==> src/rtl/sqrt_pkg.sv <==
// Shared types for the square-root output packer: root/word widths, FIFO entry, packer state.
// Pure declarations; no latency or flow control of its own.
package sqrt_pkg;

   localparam int Y_W    = 16;
   localparam int WORD_W = 32;

   typedef struct packed {
      logic              odd;
      logic [WORD_W-1:0] data;
   } pack_entry_t;

   typedef enum logic {
      EMPTY_HALF = 1'b0,
      HAVE_LOW   = 1'b1
   } pack_state_t;

   function automatic pack_entry_t make_entry(input logic odd,
                                              input logic [Y_W-1:0] hi,
                                              input logic [Y_W-1:0] lo);
      pack_entry_t e;
      e.odd  = odd;
      e.data = {hi, lo};
      return e;
   endfunction

endpackage

==> src/rtl/sqrt_out_packer_if.sv <==
// Root-stream input plus packed-word valid/ready output of the packer.
// master = packer side, slave = root source / word consumer side.
interface sqrt_out_packer_if #(
   parameter int DEPTH = 8
);
   import sqrt_pkg::*;

   localparam int LVL_W = $clog2(DEPTH) + 1;

   logic              vld_in;
   logic [Y_W-1:0]    y_in;
   logic              flush;
   logic              clr_ovf;
   logic              m_valid;
   logic              m_ready;
   logic [WORD_W-1:0] m_data;
   logic              m_odd;
   logic [LVL_W-1:0]  m_level;
   logic              ovf;

   modport master (
      input  vld_in, y_in, flush, clr_ovf, m_ready,
      output m_valid, m_data, m_odd, m_level, ovf
   );

   modport slave (
      output vld_in, y_in, flush, clr_ovf, m_ready,
      input  m_valid, m_data, m_odd, m_level, ovf
   );

endinterface

==> src/rtl/sync_fifo.sv <==
// Generic single-clock FIFO with a registered head copy; 1-cycle push-to-head latency.
// A push while full is accepted only if a pop happens on the same edge; otherwise it is ignored.
module sync_fifo #(
   parameter  int DEPTH = 8,
   parameter  int W     = 33,
   localparam int AW    = $clog2(DEPTH),
   localparam int LW    = AW + 1
) (
   input  logic          clk,
   input  logic          rst,
   input  logic          push_i,
   input  logic [W-1:0]  push_dat_i,
   input  logic          pop_i,
   output logic [W-1:0]  head_o,
   output logic          full_o,
   output logic          empty_o,
   output logic [LW-1:0] level_o
);

   logic [W-1:0]  mem_q [DEPTH];
   logic [LW-1:0] wr_ptr_q, wr_ptr_d;
   logic [LW-1:0] rd_ptr_q, rd_ptr_d;
   logic [LW-1:0] level_q, level_d;
   logic [W-1:0]  head_q, head_d;
   logic          do_push;
   logic          do_pop;

   assign empty_o = (wr_ptr_q == rd_ptr_q);
   assign full_o  = (wr_ptr_q[AW] != rd_ptr_q[AW]) &&
                    (wr_ptr_q[AW-1:0] == rd_ptr_q[AW-1:0]);

   assign do_pop  = pop_i && !empty_o;
   assign do_push = push_i && (!full_o || do_pop);

   always_comb begin
      wr_ptr_d = wr_ptr_q + LW'(do_push);
      rd_ptr_d = rd_ptr_q + LW'(do_pop);
      level_d  = level_q + LW'(do_push) - LW'(do_pop);
      head_d   = head_q;
      // Head refreshes only when it changes; with nothing left it keeps the last word.
      if (do_pop || empty_o) begin
         if (wr_ptr_q == rd_ptr_d) begin
            if (do_push) begin
               head_d = push_dat_i;
            end
         end else begin
            head_d = mem_q[rd_ptr_d[AW-1:0]];
         end
      end
   end

   always_ff @(posedge clk) begin
      if (do_push) begin
         mem_q[wr_ptr_q[AW-1:0]] <= push_dat_i;
      end
   end

   always_ff @(posedge clk or posedge rst) begin
      if (rst) begin
         wr_ptr_q <= '0;
         rd_ptr_q <= '0;
         level_q  <= '0;
         head_q   <= '0;
      end else begin
         wr_ptr_q <= wr_ptr_d;
         rd_ptr_q <= rd_ptr_d;
         level_q  <= level_d;
         head_q   <= head_d;
      end
   end

   assign head_o  = head_q;
   assign level_o = level_q;

endmodule

==> src/rtl/sqrt_out_packer.sv <==
// Packs pairs of 16-bit roots into 32-bit words and buffers them; word visible 1 cycle after it completes.
// Input cannot stall: a word arriving at a full FIFO with no pop is dropped and sets sticky ovf.
module sqrt_out_packer
   import sqrt_pkg::*;
#(
   parameter int DEPTH = 8
) (
   input logic                clk,
   input logic                rst,
   sqrt_out_packer_if.master  bus
);

   localparam int LW = $clog2(DEPTH) + 1;

   pack_state_t    state_q;
   logic [Y_W-1:0] low_q;
   logic           ovf_q;

   logic           push;
   pack_entry_t    push_entry;
   pack_entry_t    head;
   logic           pop;
   logic           fifo_full;
   logic           fifo_empty;
   logic [LW-1:0]  fifo_level;

   always_comb begin
      push       = 1'b0;
      push_entry = '0;
      if (bus.vld_in) begin
         // With a low half pending, flush is satisfied by the normal pair.
         if (state_q == HAVE_LOW) begin
            push       = 1'b1;
            push_entry = make_entry(1'b0, bus.y_in, low_q);
         end else if (bus.flush) begin
            push       = 1'b1;
            push_entry = make_entry(1'b1, '0, bus.y_in);
         end
      end else if (bus.flush && state_q == HAVE_LOW) begin
         push       = 1'b1;
         push_entry = make_entry(1'b1, '0, low_q);
      end
   end

   assign pop = !fifo_empty && bus.m_ready;

   always_ff @(posedge clk or posedge rst) begin
      if (rst) begin
         state_q <= EMPTY_HALF;
         low_q   <= '0;
         ovf_q   <= 1'b0;
      end else begin
         if (bus.vld_in) begin
            if (state_q == EMPTY_HALF && !bus.flush) begin
               state_q <= HAVE_LOW;
               low_q   <= bus.y_in;
            end else begin
               state_q <= EMPTY_HALF;
            end
         end else if (bus.flush) begin
            state_q <= EMPTY_HALF;
         end

         // The packer advances even when the word is dropped, keeping pairs aligned.
         if (push && fifo_full && !pop) begin
            ovf_q <= 1'b1;
         end else if (bus.clr_ovf) begin
            ovf_q <= 1'b0;
         end
      end
   end

   sync_fifo #(
      .DEPTH (DEPTH),
      .W     ($bits(pack_entry_t))
   ) u_fifo (
      .clk        (clk),
      .rst        (rst),
      .push_i     (push),
      .push_dat_i (push_entry),
      .pop_i      (pop),
      .head_o     (head),
      .full_o     (fifo_full),
      .empty_o    (fifo_empty),
      .level_o    (fifo_level)
   );

   assign bus.m_valid = !fifo_empty;
   assign bus.m_data  = head.data;
   assign bus.m_odd   = head.odd;
   assign bus.m_level = fifo_level;
   assign bus.ovf     = ovf_q;

endmodule

==> src/flat_wrapper.sv <==
// flat-port wrapper written by rule: the top's interface ports become plain ports
module sqrt_out_packer_flat import sqrt_pkg::*;
#(
   parameter int DEPTH = 8
)
  (clk, rst, bus_vld_in, bus_y_in, bus_flush, bus_clr_ovf, bus_m_ready, bus_m_valid, bus_m_data, bus_m_odd, bus_m_level, bus_ovf);
  sqrt_out_packer_if #(.DEPTH(DEPTH)) bus_i ();
  input logic clk;
  input logic rst;
  input wire logic [$bits(bus_i.vld_in)-1:0] bus_vld_in;
  input wire logic [$bits(bus_i.y_in)-1:0] bus_y_in;
  input wire logic [$bits(bus_i.flush)-1:0] bus_flush;
  input wire logic [$bits(bus_i.clr_ovf)-1:0] bus_clr_ovf;
  input wire logic [$bits(bus_i.m_ready)-1:0] bus_m_ready;
  output wire logic [$bits(bus_i.m_valid)-1:0] bus_m_valid;
  output wire logic [$bits(bus_i.m_data)-1:0] bus_m_data;
  output wire logic [$bits(bus_i.m_odd)-1:0] bus_m_odd;
  output wire logic [$bits(bus_i.m_level)-1:0] bus_m_level;
  output wire logic [$bits(bus_i.ovf)-1:0] bus_ovf;
  assign bus_i.vld_in = bus_vld_in;
  assign bus_i.y_in = bus_y_in;
  assign bus_i.flush = bus_flush;
  assign bus_i.clr_ovf = bus_clr_ovf;
  assign bus_i.m_ready = bus_m_ready;
  assign bus_m_valid = bus_i.m_valid;
  assign bus_m_data = bus_i.m_data;
  assign bus_m_odd = bus_i.m_odd;
  assign bus_m_level = bus_i.m_level;
  assign bus_ovf = bus_i.ovf;
  sqrt_out_packer #(.DEPTH(DEPTH)) u_core (.clk(clk), .rst(rst), .bus(bus_i));
endmodule
==> config.mk <==
export PLATFORM = sky130hd
export DESIGN_NAME = sqrt_out_packer_flat
export DESIGN_NICKNAME = d
export VERILOG_FILES = /design/src/rtl/sqrt_pkg.sv /design/src/rtl/sqrt_out_packer_if.sv /design/src/rtl/sync_fifo.sv /design/src/rtl/sqrt_out_packer.sv /design/src/flat_wrapper.sv
export SDC_FILE = /design/constraint.sdc
export NUM_CORES = 1
export LEC_CHECK = 0
export ABC_AREA = 1
export BUFFER_PORTS_ARGS = -buffer_cell sky130_fd_sc_hd__buf_2
export CORE_UTILIZATION = 34
export DETAILED_ROUTE_END_ITERATION = 8
export PLACE_DENSITY_LB_ADDON = 0.12
export SETUP_SLACK_MARGIN = 0.4
export SKIP_CTS_REPAIR_TIMING = 1
export SLEW_MARGIN = 0
export SYNTH_ARGS = -nofsm -noshare
export SYNTH_HDL_FRONTEND = slang
export SYNTH_HIERARCHICAL = 1
export SYNTH_SLANG_ARGS = --single-unit
==> constraint.sdc <==
create_clock -name clk -period 10.4 [get_ports clk]
set_clock_uncertainty 0.1 [all_clocks]
set_input_delay 3.12 -clock clk [delete_from_list [all_inputs] [get_ports clk]]
set_output_delay 3.12 -clock clk [all_outputs]
set_load 0.05 [all_outputs]
== Word level (Yosys, flattened, before mapping) ==
Memories as Yosys holds them, arrays and structs flattened.
Cells that the tools add are included.
W data, S select, Z words.

* Bitwise gates (word level): 1
* Mux-type cells: 17
* Equal/unequal tests: 5
* $add $sub $neg: 4
* Reduce and logical (&&, ||, !) cells: 18

{| class="wikitable"
|+ Operators by type and width
! operator !! count
|-
| $mux W33 || 6
|-
| $add A4 B1 Y4 || 3
|-
| $mux W1 || 11
|-
| $eq A4 B4 Y1 || 2
|-
| $logic_and A1 B1 Y1 || 8
|-
| $logic_not A1 Y1 || 4
|-
| $reduce_and A2 Y1 || 2
|-
| $reduce_bool A2 Y1 || 2
|-
| $sub A4 B1 Y4 || 1
|-
| $eq A3 B3 Y1 || 1
|-
| $logic_or A1 B1 Y1 || 2
|-
| $ne A2 B2 Y1 const B || 1
|-
| $ne A1 B1 Y1 || 1
|-
| $not A1 Y1 || 1
|}

* Input bits: 22
* Logic and storage cells: 53
* Register bits after elaboration: 63
* Memories kept: 1
* Bits in writable memories: 264
* Output and inout bits: 39

{| class="wikitable"
|+ Memory list
! name !! depth !! width !! read ports !! clocked after Yosys merged registers in !! wr ports !! RTL line !! text
|-
| u_core.u_fifo.mem_q || 8 || 33 || 1 || 0 || 1 || sync_fifo.sv:20 || <nowiki>logic [W-1:0] mem_q [DEPTH];</nowiki>
|}

== Depth between registers and ports, before layout ==
* Depth after elaboration: 8
* Gate-level depth with buffers: 25

== By module ==
The synthesis kept the hierarchy.

{| class="wikitable"
|+ Modules (own cells, without submodules)
! module !! instances !! area an instance (µm²) !! sequential area each (µm²) !! cells an instance
|-
| sync_fifo || 1 || 14,000.9 || 9,053.7 || 1,493
|-
| sqrt_out_packer || 1 || 1,249.9 || 450.4 || 162
|}

== Worst setup path before layout ==
No wires, ideal clock.

* Path type: input -> register
* Start: in bus_vld_in
* End: mem u_core.u_fifo.mem_q[0][0] (enable)
* Library setup time: 423 ps
* Path slack: 4,556 ps
* Arrival: 5,321 ps
* Stages on the path: 8
* Path through: buf_6 nand2_4 nand2_1 nand2_1 inv_1 nand2_1 or2_2 nor2_1

* Cells in the longest elaborated chain, start to end: 4

{| class="wikitable"
|+ Ends and longest elaborated chain
! item !! RTL line !! text
|-
| start: declaration || flat_wrapper.sv:10 || <nowiki>input wire logic [$bits(bus_i.vld_in)-1:0] bus_vld_in;</nowiki>
|-
| $mux W1 || sqrt_out_packer.sv:30 || <nowiki>if (bus.vld_in) begin</nowiki>
|-
| named net u_core.push || sqrt_out_packer.sv:19 || <nowiki>logic push;</nowiki>
|-
| $logic_and A1 B1 Y1 || sync_fifo.sv:33 || <nowiki>assign do_push = push_i && (!full_o || do_pop);</nowiki>
|-
| $mux W1 || sync_fifo.sv:53 || <nowiki>if (do_push) begin</nowiki>
|-
| $mux W1 (implied by the code) || sync_fifo.sv:54 || <nowiki>mem_q[wr_ptr_q[AW-1:0]] <= push_dat_i;</nowiki>
|-
| end: declaration || sync_fifo.sv:20 ||
|}

The timed path passes the listed nets, and every way through them passes these cells.

== Worst setup path after layout ==
* Start: in bus_m_ready
* End: reg u_core.u_fifo.head_q[12] (netlist: u_core/u_fifo/head_o[12])

* Cells in the longest elaborated chain, start to end: 6
* Elaborated cells between the ends (all ways): 11
* Classes of those cells: 1 x add/sub; 2 x eq/ne; 1 x mux; 6 x reduce/logical; 1 x memory

{| class="wikitable"
|+ Ends and longest elaborated chain
! item !! RTL line !! text
|-
| start: declaration || flat_wrapper.sv:14 || <nowiki>input wire logic [$bits(bus_i.m_ready)-1:0] bus_m_ready;</nowiki>
|-
| $logic_and A1 B1 Y1 (*) || sqrt_out_packer.sv:45 || <nowiki>assign pop = !fifo_empty && bus.m_ready;</nowiki>
|-
| named net u_core.pop || sqrt_out_packer.sv:22 || <nowiki>logic pop;</nowiki>
|-
| $logic_and A1 B1 Y1 (*) || sync_fifo.sv:32 || <nowiki>assign do_pop = pop_i && !empty_o;</nowiki>
|-
| $add A4 B1 Y4 (*) || sync_fifo.sv:37 || <nowiki>rd_ptr_d = rd_ptr_q + LW'(do_pop);</nowiki>
|-
| named net u_core.u_fifo.rd_ptr_d[0] || sync_fifo.sv:22 || <nowiki>logic [LW-1:0] rd_ptr_q, rd_ptr_d;</nowiki>
|-
| $eq A4 B4 Y1 || sync_fifo.sv:42 || <nowiki>if (wr_ptr_q == rd_ptr_d) begin</nowiki>
|-
| $ne A2 B2 Y1 (no line) || - ||
|-
| $reduce_and A2 Y1 (no line) || - ||
|-
| end signal: assignment || sync_fifo.sv:63 || <nowiki>head_q <= '0;</nowiki>
|-
| end signal: assignment || sync_fifo.sv:68 || <nowiki>head_q <= head_d;</nowiki>
|-
| end: declaration || sync_fifo.sv:24 || <nowiki>logic [W-1:0] head_q, head_d;</nowiki>
|}

Mark *: on every way through the listed nets, which the timed path passes. The rest lies on a longest branch.
A chain may end at the register's enable or synchronous reset.

==> flow_summary.yaml <==
grt:
  grt_pass1_vias: 10271
  grt_antenna_before_repair: 0
  grt_pass1_wl_um: 63100
  grt_max_degree: 133
  grt_use_total_pct: 18.9
  grt.overflow.total: 0
placed_design:
  final_replace_weighted_congestion: 0.752
  place_area_sq_mm: 0.0161
  hpwl_um: 22400
  port_buffers: 60
  place.detailed.instances: 2252
  place_worst_setup_slack_ns: 3.40
logic_synthesis:
  syn_area_sq_mm: 0.0153
  ys_seq_area_share_pct: 62.3
  postSynthCellCount: 1655
  synth_cell_type_count: 27
  postSynthRegisterBits: 327
  avgSynthCellArea_sq_um: 9.22
  ys.warnings.count: 6
  syn_nets: 1685
clock_network:
  clock-sinks: 327
  clock-root-buffer: "sky130_fd_sc_hd__clkbuf_16"
  tritoncts: "done"
  clock_tree.htree_level_count: 2
  clkSlewWorstSetupHoldPaths_ns: 0.06
  clock_insertion_delay_worst_skew_ns: 0.55
  tritoncts.num_buffers: 38
  clock_path_buffers: 3
critical_path:
  crit-reg2reg-launch: "u_core/u_fifo/wr_ptr_q[1]$_DFF_PP0_"
  path_class: "in -> reg"
  worst-endpoint-required_ns: 10.78
  regToRegEndpoint: "u_core/u_fifo/head_o[12]$_DFFE_PP0P_"
  worstSetupEndpoint: "u_core/u_fifo/head_o[12]$_DFFE_PP0P_"
  worst_setup_path_start_kind: "primary input"
  arrival_time_reported_for_the_critical_path_endpoint_ns: 6.77
  worst_setup_path_end_kind: "flop"
  critical_path.startpoint: "bus_m_ready"
  cp_max_fo: 40
  worstRegToRegCells: 22
  reg2reg_slack_ns: 5.53
cells_and_area:
  post_layout_nonfiller_instances: 2321
  finalNetCount: 1730
  final_design_area_no_fill_sq_mm: 0.0174
  diodes: 0
  syn2layout_area_growth_pct: 14.1
  final_util_pct: 39.4
  final_layout_size_suffix_gt1_share_pct: 11.6
  fill_cells: 4401
drt:
  drt-vias-per-instance: 4.49
  remaining_drc_errors: 0
  detail_route.wl_per_cell_um: 17.8
  vias: 10424
  drt_first_pass_iters: 5
  drtIter0Drc: 690
  postRouteWirelength_um: 41300
  route.antenna.remaining_nets: 0
timing:
  transition_time_at_the_pin_with_the_least_slew_margin_ns: 1.12
  achievable-frequency_mhz: 157
  finalSetupViolCount: 0
  final_critical_path_setup_slack_ns: 4.01
  grt_setup_unrepaired: "false"
  tcrit_tclk_final_pct: 61.4
  finalCriticalPeriod_ns: 6.39
  timing.final.max_slew_violations: 0
  final-hold-violation-count: 0
  final.setup.tns_ns: 0
  hold_ws_ns: 0.380
  slew_hr_pct: 25.7
floorplan:
  io_pins: 61
  initial_core_utilization_pct: 34.5
  die_area_sq_mm: 0.0457
  die_h_um: 214
  core_outline_area_sq_mm: 0.0442
  fp.dieW_um: 214
  rows: 77
run:
  drv.max_cap_violation_count: 0
power:
  switchingPower_mw: 2.77
  switching_part_of_the_total_pct: 45.7
  ir_drop_uv: 289
  cell_internal_pwr_mw: 3.29
  p_seq_share_pct: 29.5
  power-per-cell-area_mw_per_mm2: 348
  comb_power_share_pct: 47.9
  report.power.total_mw: 6.06
  power_leakage_nw: 8.31
  p_clk_share_pct: 22.6
worst_hold_path:
  worst_hold_path_type: "reg -> reg"
status:
  outcome: "completed"
-- metal layers --
layer | track usage, % | up-vias | part of all wire (%)
met5 | 0 | - | 0
met4 | 5.27 | 0 | 2.2
met3 | 3.27 | 57 | 4.3
met2 | 31.7 | 184 | 48
met1 | 25.0 | 4941 | 46
li1 | - | 5242 | -
-- kinds of logic after synthesis --
kind of cell	count (synthesis)	share of synthesized area [%]
simple gates	870	23.7
buf+inv	402	10.8
flops	327	62.3
compound gates	37	1.90
xor+xnor	11	0.632
fa+ha+maj	8	0.706
-- worst min-delay path by stage --
| stage | startpoint | end | slack (ns) | cells after the start |
|---|---|---|---|---|
| after global routing | u_core/low_q[2]$_DFFE_PP0P_ | u_core/low_q[2]$_DFFE_PP0P_ | 0.40 | 2 |
| after floorplan | u_core/low_q[0]$_DFFE_PP0P_ | u_core/low_q[0]$_DFFE_PP0P_ | 0.35 | 2 |
| after detailed placement | u_core/low_q[2]$_DFFE_PP0P_ | u_core/low_q[2]$_DFFE_PP0P_ | 0.37 | 2 |
| after CTS | u_core/low_q[2]$_DFFE_PP0P_ | u_core/low_q[2]$_DFFE_PP0P_ | 0.38 | 2 |
| after global placement | u_core/low_q[10]$_DFFE_PP0P_ | u_core/low_q[10]$_DFFE_PP0P_ | 0.36 | 2 |
| final | u_core/low_q[12]$_DFFE_PP0P_ | u_core/low_q[12]$_DFFE_PP0P_ | 0.38 | 2 |
-- synth_stat cells --
| library cell | count | area, sq um |
|---|---|---|
| sky130_fd_sc_hd__buf_12 | 1 | 20.0 |
| sky130_fd_sc_hd__nand2_1 | 604 | 2270 |
| sky130_fd_sc_hd__or2_2 | 1 | 6.26 |
| sky130_fd_sc_hd__ha_1 | 7 | 87.6 |
| sky130_fd_sc_hd__nand2_2 | 7 | 43.8 |
| sky130_fd_sc_hd__xor2_1 | 3 | 26.3 |
| sky130_fd_sc_hd__o21bai_1 | 1 | 7.51 |
| sky130_fd_sc_hd__nor2_1 | 30 | 113 |
| sky130_fd_sc_hd__xnor2_1 | 8 | 70.1 |
| sky130_fd_sc_hd__nor2_4 | 2 | 22.5 |
| sky130_fd_sc_hd__o21ai_0 | 7 | 35.0 |
| sky130_fd_sc_hd__buf_4 | 3 | 22.5 |
| sky130_fd_sc_hd__nand3_1 | 220 | 1100 |
| sky130_fd_sc_hd__inv_1 | 320 | 1200 |
| sky130_fd_sc_hd__clkbuf_1 | 23 | 86.3 |
| sky130_fd_sc_hd__o21ai_2 | 27 | 236 |
| sky130_fd_sc_hd__edfxtp_1 | 264 | 7930 |
| sky130_fd_sc_hd__nand4_1 | 1 | 6.26 |
| sky130_fd_sc_hd__dfrtp_1 | 63 | 1580 |
| sky130_fd_sc_hd__nand2_4 | 4 | 45.0 |
| sky130_fd_sc_hd__nor2_2 | 1 | 6.26 |
| sky130_fd_sc_hd__fa_1 | 1 | 20.0 |
| sky130_fd_sc_hd__a21oi_1 | 2 | 10.0 |
| sky130_fd_sc_hd__buf_6 | 7 | 78.8 |
| sky130_fd_sc_hd__inv_2 | 3 | 11.3 |
| sky130_fd_sc_hd__buf_2 | 43 | 215 |
| sky130_fd_sc_hd__clkinv_1 | 2 | 7.51 |
-- critical path: stages --
cell                      delay [ns]
sky130_fd_sc_hd__buf_2          0.10
sky130_fd_sc_hd__nand2_1        0.07
sky130_fd_sc_hd__inv_1          0.05
sky130_fd_sc_hd__nand2_1        0.10
sky130_fd_sc_hd__inv_1          0.08
sky130_fd_sc_hd__ha_4           0.59
sky130_fd_sc_hd__xnor2_1        0.17
sky130_fd_sc_hd__nand2_1        0.10
sky130_fd_sc_hd__nor2_4         0.10
sky130_fd_sc_hd__buf_4          0.41
sky130_fd_sc_hd__nand2_2        0.64
sky130_fd_sc_hd__inv_2          0.23
sky130_fd_sc_hd__nand2_4        0.29
sky130_fd_sc_hd__nand2_4        0.46
sky130_fd_sc_hd__nand2_1        0.11
sky130_fd_sc_hd__nand2_1        0.08
-- power by group through the flow --
stage / sequential, mW / clock [mW] / combinational (mW)
floorplan: 2.00 / 0 / 1.95
global placement: 1.82 / 0 / 2.92
detailed placement: 1.82 / 0 / 2.94
CTS: 1.79 / 1.41 / 2.95
global route: 1.81 / 1.45 / 3.30
finish: 1.79 / 1.37 / 2.90
-- layout by cell type, fill, tap and decap left out, drive strengths merged --
cell type	netlist	routed
a21oi	2	2
buf	54	82
bufinv	0	2
clkbuf	23	57
clkinv	2	13
dfrtp	63	63
edfxtp	264	264
fa	1	1
ha	7	7
inv	323	322
nand2	615	615
nand3	220	220
nand4	1	1
nor2	33	33
o21ai	34	34
o21bai	1	1
or2	1	1
xnor2	8	8
xor2	3	3
-- area by class of cell --
| cell class | instances | area, sq um | area share, % |
|---|---|---|---|
| Clock buffer | 57 | 1180 | 6.76 |
| Clock inverter | 12 | 111 | 0.640 |
| Inverter | 325 | 1230 | 7.04 |
| Multi-Input combinational cell | 926 | 4180 | 24.0 |
| Sequential cell | 327 | 9500 | 54.6 |
| Tap cell | 592 | 741 | 4.26 |
| Timing Repair Buffer | 82 | 465 | 2.67 |
-- sequential cells by signal, indices dropped and copies added, names as in the netlist --
signal / count
u_core/u_fifo/mem_q: 264
u_core/u_fifo/head_o: 33
u_core/low_q: 16
u_core/u_fifo/level_o: 4
u_core/u_fifo/rd_ptr_q: 4
u_core/u_fifo/wr_ptr_q: 4
u_core/bus.ovf: 1
u_core/state_q: 1
Power figures use the tool's default switching activity.
